[src/rtl/mult_share_arbiter.sv]
// mult_share_arbiter: shares one iterative WIDTH x WIDTH multiplier among
// N_REQ requesters with round-robin arbitration. Each result is returned
// with the index of the requester that issued it.
//
// Handshakes:
//   requester side - req[i] is a level held with stable operands until
//   gnt[i] pulses for one cycle; that cycle is the accept. done_valid
//   pulses once per accepted job with done_id/done_r.
//   multiplier side - mult_start pulses for one cycle while mult_ready=1;
//   the multiplier drops mult_ready the next cycle and raises it again with
//   mult_r valid. Zero-operand jobs may leave mult_ready high throughout.
//
// Optional build macro: MULT_SHARE_ZERO_BYPASS_EN - jobs with a zero operand
// skip the multiplier and respond with 0 one cycle after the grant.
module mult_share_arbiter #(
    parameter int N_REQ = 4,
    parameter int WIDTH = 8,
    localparam int ID_W = $clog2(N_REQ)
) (
    input  logic                     clk,
    input  logic                     rst,
    input  logic [N_REQ-1:0]         req,
    input  logic [N_REQ*WIDTH-1:0]   req_a,
    input  logic [N_REQ*WIDTH-1:0]   req_b,
    output logic [N_REQ-1:0]         gnt,
    output logic                     done_valid,
    output logic [ID_W-1:0]          done_id,
    output logic [2*WIDTH-1:0]       done_r,
    output logic                     busy,
    output logic                     mult_start,
    output logic [WIDTH-1:0]         mult_a,
    output logic [WIDTH-1:0]         mult_b,
    input  logic                     mult_ready,
    input  logic [2*WIDTH-1:0]       mult_r
);

    localparam logic [2:0] ARB       = 3'd0;
    localparam logic [2:0] ISSUE     = 3'd1;
    localparam logic [2:0] WAIT_BUSY = 3'd2;
    localparam logic [2:0] WAIT_DONE = 3'd3;
    localparam logic [2:0] RESP      = 3'd4;

    logic [2:0]         state;
    logic [ID_W-1:0]    ptr;
    logic [ID_W-1:0]    id_q;
    logic [WIDTH-1:0]   a_q;
    logic [WIDTH-1:0]   b_q;
    logic [2*WIDTH-1:0] r_q;
    logic               wb_second;

    logic               found;
    logic [ID_W-1:0]    win;
    logic [ID_W-1:0]    ptr_next;
    logic [WIDTH-1:0]   sel_a;
    logic [WIDTH-1:0]   sel_b;
    logic               grant_now;
    logic               bypass;

    // Round-robin search: first set request at or after the pointer, wrapping.
    always_comb begin
        int idx;
        idx   = 0;
        found = 1'b0;
        win   = '0;
        for (int k = 0; k < N_REQ; k++) begin
            idx = int'(ptr) + k;
            if (idx >= N_REQ) begin
                idx = idx - N_REQ;
            end
            if (!found && req[idx]) begin
                found = 1'b1;
                win   = idx[ID_W-1:0];
            end
        end
    end

    // Operand select for the winner, grant decode and pointer advance.
    always_comb begin
        sel_a = '0;
        sel_b = '0;
        for (int k = 0; k < N_REQ; k++) begin
            if (win == ID_W'(k)) begin
                sel_a = req_a[k*WIDTH +: WIDTH];
                sel_b = req_b[k*WIDTH +: WIDTH];
            end
        end
        grant_now = !rst && (state == ARB) && found && mult_ready;
        gnt = '0;
        if (grant_now) begin
            gnt[win] = 1'b1;
        end
        ptr_next = (win == ID_W'(N_REQ - 1)) ? '0 : win + 1'b1;
`ifdef MULT_SHARE_ZERO_BYPASS_EN
        bypass = (sel_a == '0) || (sel_b == '0);
`else
        bypass = 1'b0;
`endif
    end

    // Job sequencer: grant, start pulse, wait for the multiplier, respond.
    always_ff @(posedge clk) begin
        if (rst) begin
            state     <= ARB;
            ptr       <= '0;
            id_q      <= '0;
            a_q       <= '0;
            b_q       <= '0;
            r_q       <= '0;
            wb_second <= 1'b0;
        end else begin
            case (state)
                ARB: begin
                    if (grant_now) begin
                        a_q  <= sel_a;
                        b_q  <= sel_b;
                        id_q <= win;
                        ptr  <= ptr_next;
                        if (bypass) begin
                            r_q   <= '0;
                            state <= RESP;
                        end else begin
                            state <= ISSUE;
                        end
                    end
                end
                ISSUE: begin
                    wb_second <= 1'b0;
                    state     <= WAIT_BUSY;
                end
                WAIT_BUSY: begin
                    if (!mult_ready) begin
                        state <= WAIT_DONE;
                    end else if (wb_second) begin
                        // Ready never dropped: one-cycle (zero operand) job.
                        r_q   <= mult_r;
                        state <= RESP;
                    end else begin
                        wb_second <= 1'b1;
                    end
                end
                WAIT_DONE: begin
                    if (mult_ready) begin
                        r_q   <= mult_r;
                        state <= RESP;
                    end
                end
                RESP: begin
                    state <= ARB;
                end
                default: begin
                    state <= ARB;
                end
            endcase
        end
    end

    assign done_valid = (state == RESP);
    assign done_id    = id_q;
    assign done_r     = r_q;
    assign busy       = (state != ARB);
    assign mult_start = (state == ISSUE);
    assign mult_a     = a_q;
    assign mult_b     = b_q;

endmodule

[config.mk]
export PLATFORM = sky130hd
export DESIGN_NAME = mult_share_arbiter
export DESIGN_NICKNAME = d
export VERILOG_FILES = /design/src/rtl/mult_share_arbiter.sv
export SDC_FILE = /design/constraint.sdc
export NUM_CORES = 1
export LEC_CHECK = 0
export CORE_ASPECT_RATIO = 1.25
export CORE_MARGIN = 2
export CORE_UTILIZATION = 30
export CTS_BUF_LIST = sky130_fd_sc_hd__clkbuf_8
export DETAILED_ROUTE_END_ITERATION = 6
export GPL_ROUTABILITY_DRIVEN = 1
export HOLD_SLACK_MARGIN = 0.05
export PLACE_DENSITY = 0.7
export SLEW_MARGIN = 10
export SYNTH_ARGS = -nofsm -noshare
export SYNTH_HDL_FRONTEND = slang
export SYNTH_SLANG_ARGS = --single-unit
export TNS_END_PERCENT = 1
[constraint.sdc]
create_clock -name clk -period 2.3 [get_ports clk]
set_input_delay 0.345 -clock clk [delete_from_list [all_inputs] [get_ports clk]]
set_output_delay 0.345 -clock clk [all_outputs]
set_load 0.02 [all_outputs]
==> flow_summary.toml, run 1 <==
[grt]
grt.overflow.total = 0
grt_pass1_vias = 2318
grt_usage = 0.180
grt_pass1_wl_um = 10900
antenna_found_initial = 0
grt_max_degree = 51

[placement]
routabilityCongestion = 0.804
placed_cells = 458
hpwl_um = 5040
placed_area_um2 = 3600
io_buffers = 127

[routing]
drtAntennaViolNets = 0
vias = 2340
drt_wl_total_um = 7030
drtIter0Drc = 43
wire_per_inst_um = 15.1
drt_pass1_iterations = 4
drc = 0
avgViaCountPerCell = 5.01

[floorplan]
num_rows = 33
die_h_um = 96.5
ios = 128
die_area_um2 = 7530
die_x_um = 78.0
coreArea_um2 = 6610
start_util = 0.311

[worst_hold_path]
hp-class = "register to register"
timing.hold.worst_endpoint = "done_r[4]$_SDFFE_PP0P_"
whs_path_depth = 2
min_from = "done_r[4]$_SDFFE_PP0P_"

[worst_setup_path]
rrSetupSlack_ns = 0.12
critPathCaptureType = "primary output"
reg2reg_from = "ptr[0]$_SDFFE_PP0P_"
reg2reg_depth = 9
crit_arrival_ns = 1.89
path_class = "primary input to primary output"
crit_required_ns = 1.96
path_cells = "clkdlybuf4s50_1 -> or4b_4 -> nor3_2 -> buf_4 -> and2_1 -> buf_2"
startpoint_type = "primary input"
cpPeakStageDelay_ns = 0.48
cp_slowest_cell = "clkdlybuf4s50_1"
crit_fanout = 3
rr_endpoint = "mult_b[7]$_SDFFE_PP0P_"

[synthesis]
ys.flop_type = "dfxtp_1"
synth_area_leaders = "dfxtp_1, nand2_1, mux2i_1, o32ai_1, a221oi_1"
synth-seq-cells = 40
yosysTopAreaCell = "dfxtp_1"
syn-mean-instance-area_um2 = 8.77
synthCells = 234
synth_nets = 325
synth_warnings = 0
synthArstFlopShare = 0
synth.cell_area_um2 = 2050
synth.distinct_cells = 37
synth_edf_count = 0
synth_top_area_share = 0.390
seq_area_frac_synth = 0.390

[layout]
diodes = 0
fin_cells = 467
fin_nets = 470
drive_above_1_share = 0.179
area_delta_synth_final_pct = 84.5
final_util = 0.573
final_cell_area_um2 = 3790

[sta]
whs_ns = 0.458
fmax_mhz = 447
skew_ns = 0.00785
hold_violations = 0
post-route-period-util = 0.973
period_needed_ns = 2.24
max_slew_margin = 0.651
report.final.slew_viol_count = 0
grt_setup_unrepaired = "yes"
tightest_slew_ns = 0.523
final.setup.tns_ns = 0
setup_violations = 0

[pwr]
power_density_nw_per_um2 = 579
ir_drop_mv = 0.288
p_leak_nw = 1.38

[clock_tree]
clock_latency_ns = 0.29
numCtsBuffers = 5
ctsLongestPathBuffers = 2
cts_tree = "built"
clk_pin_slew_ns = 0.07
cts.sinks = 40
root_buffer = "clkbuf_8"
htree_levels = 2

[status]
status = "finished, final reports clean"

[run]
max-cap-violations = 0
-- Yosys cell counts (4+ instances only) --
library cell  count
o21ai_0           6
a221oi_1         16
dfxtp_1          40
ha_1              4
o22ai_1          15
nand2_1          51
o32ai_1          18
clkbuf_1         13
nor2b_1           7
mux2i_1          16
nor3_1            7
-- flip-flops by register name, indices dropped and copies added, names as in the netlist --
signal / count
done_r: 16
mult_a: 8
mult_b: 8
state: 3
done_id: 2
ptr: 2
wb_second: 1
-- worst max-delay path, delay by kind of cell --
| family | cells | cell delay [ns] |
|---|---|---|
| AND/OR/NAND/NOR | 3 | 0.77 |
| buffers and inverters | 3 | 0.78 |
-- report_power, final --
part | internal [mW] | switching, mW | total [mW]
clock network | 0.318 | 0.238 | 0.556
registers | 0.748 | 0.0325 | 0.780
logic | 0.467 | 0.389 | 0.856
total | 1.53 | 0.660 | 2.19
-- per-stage QoR --
| step | power, mW | setup WS, ns |
|---|---|---|
| after detailed placement | 1.60 | -0.566 |
| after CTS | 2.22 | 0.0399 |
| after global placement | 1.59 | -0.552 |
| final | 2.19 | 0.0628 |
| after global routing | 2.31 | -0.0131 |
| after floorplan | 1.18 | -0.0129 |
-- what timing repair did --
action                     4_1_cts  5_1_grt
setup endpoints to repair       20        6
hold buffers                     0        0
setup buffers                    1        0
gates cloned                     0        0
pin swaps                        1        0
resized for setup               41        2
-- logic make-up after synthesis --
family / after synthesis / share of synthesized area
AND/OR/NAND/NOR: 88 / 0.215
adder cells (fa/ha/maj): 4 / 0.0244
multiplexers: 16 / 0.0780
AO/OA/AOI/OAI: 65 / 0.247
buffers and inverters: 21 / 0.0457
flip-flops: 40 / 0.390
-- cell usage in the layout, fill, tap and decap left out, types with 4 or more instances in the layout --
master	count
nor3_1	5
nand2_1	51
clkbuf_8	5
clkdlybuf4s50_1	119
o22ai_1	15
o21ai_0	6
dlygate4sd2_1	4
a221oi_1	9
dfxtp_1	40
o32ai_1	18
a221oi_2	7
mux2i_1	16
buf_4	26
-- layout make-up --
cell class,count,area (um^2)
clock buffers,5,68.8
clock inverters,3,38.8
fillers,611,2820
inverters,3,11.3
multi-input cells,173,1250
flip-flops and latches,40,801
well taps,87,109
repair buffers,156,1510
-- worst max-delay path by stage --
stage               startpoint                      to  slack [ns]  cells past startpoint
detailed placement      req[2]                  gnt[3]       -0.57                      8
global placement        req[2]                  gnt[3]       -0.55                      8
finish              mult_ready                  gnt[1]        0.06                      6
global route        mult_ready                  gnt[1]       -0.01                      6
floorplan               req[2]  mult_b[4]$_SDFFE_PP0P_       -0.01                      9
CTS                 mult_ready                  gnt[1]        0.04                      6
-- layer usage --
layer	wire length, um	part of all wire	GRT usage
met5	0	0	0
met4	58	0.0082	0.0409
met3	594	0.084	0.0632
met2	3450	0.49	0.320
met1	2930	0.42	0.210
Power figures use the tool's default switching activity.
==> run 2, diff against run 1 <==
--- a/config.mk
+++ b/config.mk
@@ -12,7 +12,7 @@
 export DETAILED_ROUTE_END_ITERATION = 6
 export GPL_ROUTABILITY_DRIVEN = 1
 export HOLD_SLACK_MARGIN = 0.05
-export PLACE_DENSITY = 0.7
+export PLACE_DENSITY = 0.75
 export SLEW_MARGIN = 10
 export SYNTH_ARGS = -nofsm -noshare
 export SYNTH_HDL_FRONTEND = slang
==> run 2 against run 1 <==
Combinational power up 5.1%. Design area up 1.4%. Cell count up 0.43%. Critical endpoint is now gnt[0].
==> flow_summary.toml, run 2 (synthesized netlist as in run 1, its figures left out) <==
[floorplan]
start_util = 0.311
ios = 128
die_h_um = 96.5
die_x_um = 78.0
num_rows = 33
die_area_um2 = 7530
coreArea_um2 = 6610

[worst_hold_path]
min_from = "done_r[10]$_SDFFE_PP0P_"
hp-class = "register to register"

[status]
status = "finished, final reports clean"

[worst_setup_path]
crit_required_ns = 1.96
critPathLaunch = "req[0]"
reg2reg_from = "ptr[0]$_SDFFE_PP0P_"
cpPeakStageDelay_ns = 0.39
critPathCaptureType = "primary output"
startpoint_type = "primary input"
path_cells = "dlygate4sd2_1 -> nor2b_1 -> o21ba_2 -> or3_4 -> ha_2 -> and2_1 -> buf_4"
crit_fanout = 5
cp_slowest_cell = "or3_4"
path_class = "primary input to primary output"
crit_arrival_ns = 1.89

[layout]
final_common_cell = "clkdlybuf4s50_1"
final_util = 0.581
area_delta_synth_final_pct = 87.0
fillers = 593
fin_nets = 472
largest_reg_flops = 16
seqCellArea_um2 = 801
final_cell_area_um2 = 3840
diodes = 0
multi_input_area_um2 = 1310
final_cell_mix = "clkdlybuf4s50_1, nand2_1, dfxtp_1"
drive_above_1_share = 0.202

[routing]
drtIter0Drc = 83
drt_pass1_iterations = 4
vias = 2372
drt_wl_total_um = 7190
avgViaCountPerCell = 5.06
drtAntennaViolNets = 0
wire_per_inst_um = 15.3
drc = 0

[pwr]
p_leak_nw = 1.39
power_density_nw_per_um2 = 561
ir_drop_mv = 0.317

[clock_tree]
cts.sinks = 40
clock_latency_ns = 0.29
root_buffer = "clkbuf_8"
cts_tree = "built"
ctsLongestPathBuffers = 2
htree_levels = 2
ctsHoldBuffers = 0
clk_pin_slew_ns = 0.07
numCtsBuffers = 5

[run]
max-cap-violations = 0

[sta]
period_needed_ns = 2.23
tightest_slew_ns = 0.499
post-route-period-util = 0.972
setup_violations = 0
hold_violations = 0
report.final.slew_viol_count = 0
skew_ns = 0.00878
fmax_mhz = 447
grt_setup_unrepaired = "yes"
max_slew_margin = 0.664

[placement]
placed_area_um2 = 3610
hpwl_um = 5250
io_buffers = 127
routabilityCongestion = 0.796

[grt]
grt_pass1_wl_um = 11000
grt_usage = 0.184
grt_max_degree = 51
grt.overflow.total = 0
antenna_found_initial = 0
grt_pass1_vias = 2355
[run 2: path summary, 6_finish.rpt]
kind | slack, ns | endpoint | depth (start not counted)
max | 0.07 | gnt[0] | 7
min | 0.46 | done_r[10]$_SDFFE_PP0P_ | 2
max reg2reg | 0.12 | mult_a[1]$_SDFFE_PP0P_ | 9
min reg2reg | 0.46 | done_r[10]$_SDFFE_PP0P_ | 2
[run 2: where the power goes]
part / internal, mW / total [mW] / switching, mW
sequential: 0.748 / 0.779 / 0.0311
combinational: 0.487 / 0.900 / 0.413
clock: 0.236 / 0.476 / 0.240
total: 1.47 / 2.15 / 0.684
[run 2: routing by layer]
layer,wire [um],GRT usage,part of all wire
met3,476,0.0465,0.066
met1,3040,0.213,0.42
met5,0,0,0
met2,3630,0.335,0.51
met4,45,0.0541,0.0063
[run 2: worst max-delay path: cells and delay by family]
kind	cells	cell delay, ns
and+or+nand+nor	3	0.68
buffers and inverters	2	0.42
adders and majority gates	1	0.20
AOI/OAI and AO/OA	1	0.24
[run 2: what timing repair did]
item                                    CTS  global route
setup buffers                             1             0
resized for setup                        48             3
pin swaps                                 3             0
endpoints found under the setup margin   20             7
cloned                                    0             0
[run 2: final cells by class]
type,instances,area share
clock buffer,6,0.0215
clock inverter,2,0.00196
multi-input combinational,173,0.340
inverter,3,0.00293
sequential,40,0.209
timing repair buffer,158,0.397
tap,87,0.0283
[run 2: stage by stage]
stage	std cells	power [mW]	hold WS (ns)	worst slack, ns	setup TNS, ns
2_1_floorplan	234	1.18	0.464	-0.0129	-0.0474
3_3_place_gp	460	1.59	0.442	-0.592	-9.02
3_5_place_dp	460	1.61	0.449	-0.621	-10.33
4_1_cts	469	2.17	0.460	0.0408	0
5_1_grt	469	2.27	0.478	-0.0112	-0.0287
6_report	469	2.15	0.457	0.0652	0
==> run 3, diff against run 2 <==
--- a/config.mk
+++ b/config.mk
@@ -9,10 +9,12 @@
 export CORE_MARGIN = 2
 export CORE_UTILIZATION = 30
 export CTS_BUF_LIST = sky130_fd_sc_hd__clkbuf_8
+export CTS_CLUSTER_DIAMETER = 200
 export DETAILED_ROUTE_END_ITERATION = 6
 export GPL_ROUTABILITY_DRIVEN = 1
 export HOLD_SLACK_MARGIN = 0.05
 export PLACE_DENSITY = 0.75
+export REMOVE_ABC_BUFFERS = 1
 export SLEW_MARGIN = 10
 export SYNTH_ARGS = -nofsm -noshare
 export SYNTH_HDL_FRONTEND = slang
==> run 3 against run 2 <==
Design area grew 3.5%. Total power grew 12%. Combinational power grew 6.0%. Largest cell class unchanged.
==> flow_summary.toml, run 3 (synthesized netlist as in run 1, its figures left out) <==
[pwr]
power_mw = 2.41
switching_share = 0.297
p_leak_nw = 1.45
power_frac_comb = 0.395
switching_power_uw = 717
ir_drop_mv = 0.333
clock_power_share = 0.280
power_density_nw_per_um2 = 607
power_frac_seq = 0.324
p_int_mw = 1.70

[clock_tree]
htree_levels = 2
root_buffer = "clkbuf_8"
clock_latency_ns = 0.29
ctsLongestPathBuffers = 2
numCtsBuffers = 5
cts.sinks = 40
clk_pin_slew_ns = 0.08
cts_tree = "built"

[grt]
grt_usage = 0.192
grt_pass1_wl_um = 11400
grt_pass1_vias = 2487
antenna_found_initial = 0
grt.overflow.total = 0
grt_max_degree = 51

[sta]
hold_violations = 0
setup_violations = 0
skew_ns = 0.00809
setup_slack_ns = 0.0442
post-route-period-util = 0.981
report.final.slew_viol_count = 0
period_needed_ns = 2.26
fmax_mhz = 443
tightest_slew_ns = 0.515
max_slew_margin = 0.657

[floorplan]
num_rows = 33
die_x_um = 78.0
coreArea_um2 = 6610
ios = 128
start_util = 0.311
die_h_um = 96.5
die_area_um2 = 7530

[worst_setup_path]
startpoint_type = "primary input"
critPathCaptureType = "primary output"
crit_arrival_ns = 1.91
crit_buf_inv = 3
path_class = "primary input to primary output"
path_cells = "clkdlybuf4s50_1 -> or4b_4 -> nor3_4 -> buf_4 -> and2_1 -> buf_2"
crit_fanout = 3
cp_slowest_cell = "or4b_4"
cpPeakStageDelay_ns = 0.49
crit_required_ns = 1.96
crit_family = "simple AND/OR/NAND/NOR gates"

[worst_hold_path]
hp-class = "register to register"

[status]
status = "finished, final reports clean"

[layout]
largest_reg_flops = 16
final_common_cell = "clkdlybuf4s50_1"
diodes = 0
final_cell_mix = "clkdlybuf4s50_1, nand2_1, dfxtp_1"
area_delta_synth_final_pct = 93.5
drive_above_1_share = 0.213
fin_nets = 472

[routing]
drtIter0Drc = 50
wire_per_inst_um = 16.8
drt_wl_total_um = 7850
drt_pass1_iterations = 4
avgViaCountPerCell = 5.19
drtAntennaViolNets = 0
drc = 0
vias = 2429

[run]
max-cap-violations = 0

[placement]
dp_slack_ns = -0.557
routabilityCongestion = 0.779
hpwl_um = 5410
io_buffers = 127
==> run 3: changes by cell type in the layout (fill, tap and decap cells not counted), sizes merged <==
cell | before | now
dlymetal6s2s | 0 | 3
inv | 3 | 2
bufinv | 0 | 2
clkinv | 2 | 1
buf | 35 | 34
dlygate4sd2 | 4 | 1
==> run 3: final timing paths <==
| kind | depth (start not counted) | startpoint | endpoint | slack (ns) |
|---|---|---|---|---|
| max | 6 | mult_ready | gnt[2] | 0.04 |
| min | 2 | done_r[3]$_SDFFE_PP0P_ | done_r[3]$_SDFFE_PP0P_ | 0.46 |
| max reg2reg | 9 | ptr[0]$_SDFFE_PP0P_ | mult_a[4]$_SDFFE_PP0P_ | 0.08 |
| min reg2reg | 2 | done_r[3]$_SDFFE_PP0P_ | done_r[3]$_SDFFE_PP0P_ | 0.46 |
==> run 3: worst reg2reg max path: stages, from the launching register on <==
cell and delay (ns):
dfxtp_2 0.41, nor2b_4 0.07, o21ba_4 0.24, or3_4 0.40
ha_2 0.20, buf_4 0.13, nor2b_4 0.14, clkbuf_16 0.17
a221oi_1 0.25, o32ai_1 0.11
==> run 3: layer usage <==
layer / vias to the layer above / track usage / wire length [um]
met3: 12 / 0.0586 / 554
met4: 0 / 0.0643 / 159
met5: - / 0 / 0
li1: 1177 / - / -
met1: 1145 / 0.203 / 3080
met2: 95 / 0.365 / 4060
==> run 3: cell type report <==
cell class / instances / area, um^2
clock inverters: 2 / 60.1
fillers: 587 / 2630
repair buffers: 158 / 1570
inverters: 3 / 13.8
multi-input cells: 173 / 1350
well taps: 87 / 109
clock buffers: 5 / 68.8
flip-flops and latches: 40 / 802
==> run 3: power groups by stage <==
stage / sequential [mW] / combinational [mW] / clock, mW
3_3_place_gp: 0.793 / 0.799 / 0
5_1_grt: 0.790 / 1.01 / 0.719
4_1_cts: 0.780 / 0.829 / 0.697
2_1_floorplan: 0.853 / 0.303 / 0
3_5_place_dp: 0.796 / 0.811 / 0
6_report: 0.783 / 0.954 / 0.677
==> run 3: stage by stage <==
| step | cell area (um^2) | TNS, ns | hold WS (ns) | instances | util |
|---|---|---|---|---|---|
| 2_1_floorplan | 1970 | -1.31 | 0.414 | 216 | - |
| 3_3_place_gp | 3600 | -8.48 | 0.441 | 458 | 0.544 |
| 3_5_place_dp | 3600 | -9.94 | 0.453 | 458 | 0.544 |
| 4_1_cts | 3750 | -1.35 | 0.465 | 467 | 0.568 |
| 5_1_grt | 3970 | -0.00265 | 0.480 | 468 | 0.601 |
| 6_report | 3970 | 0 | 0.461 | 468 | 0.601 |
==> run 3: timing repair <==
item / CTS / global route
buffers inserted: 2 / 0
hold buffers: 0 / 0
cloned: 0 / 1
pin swaps: 3 / 4
resized for setup: 22 / 43
endpoints found under the setup margin: 20 / 20
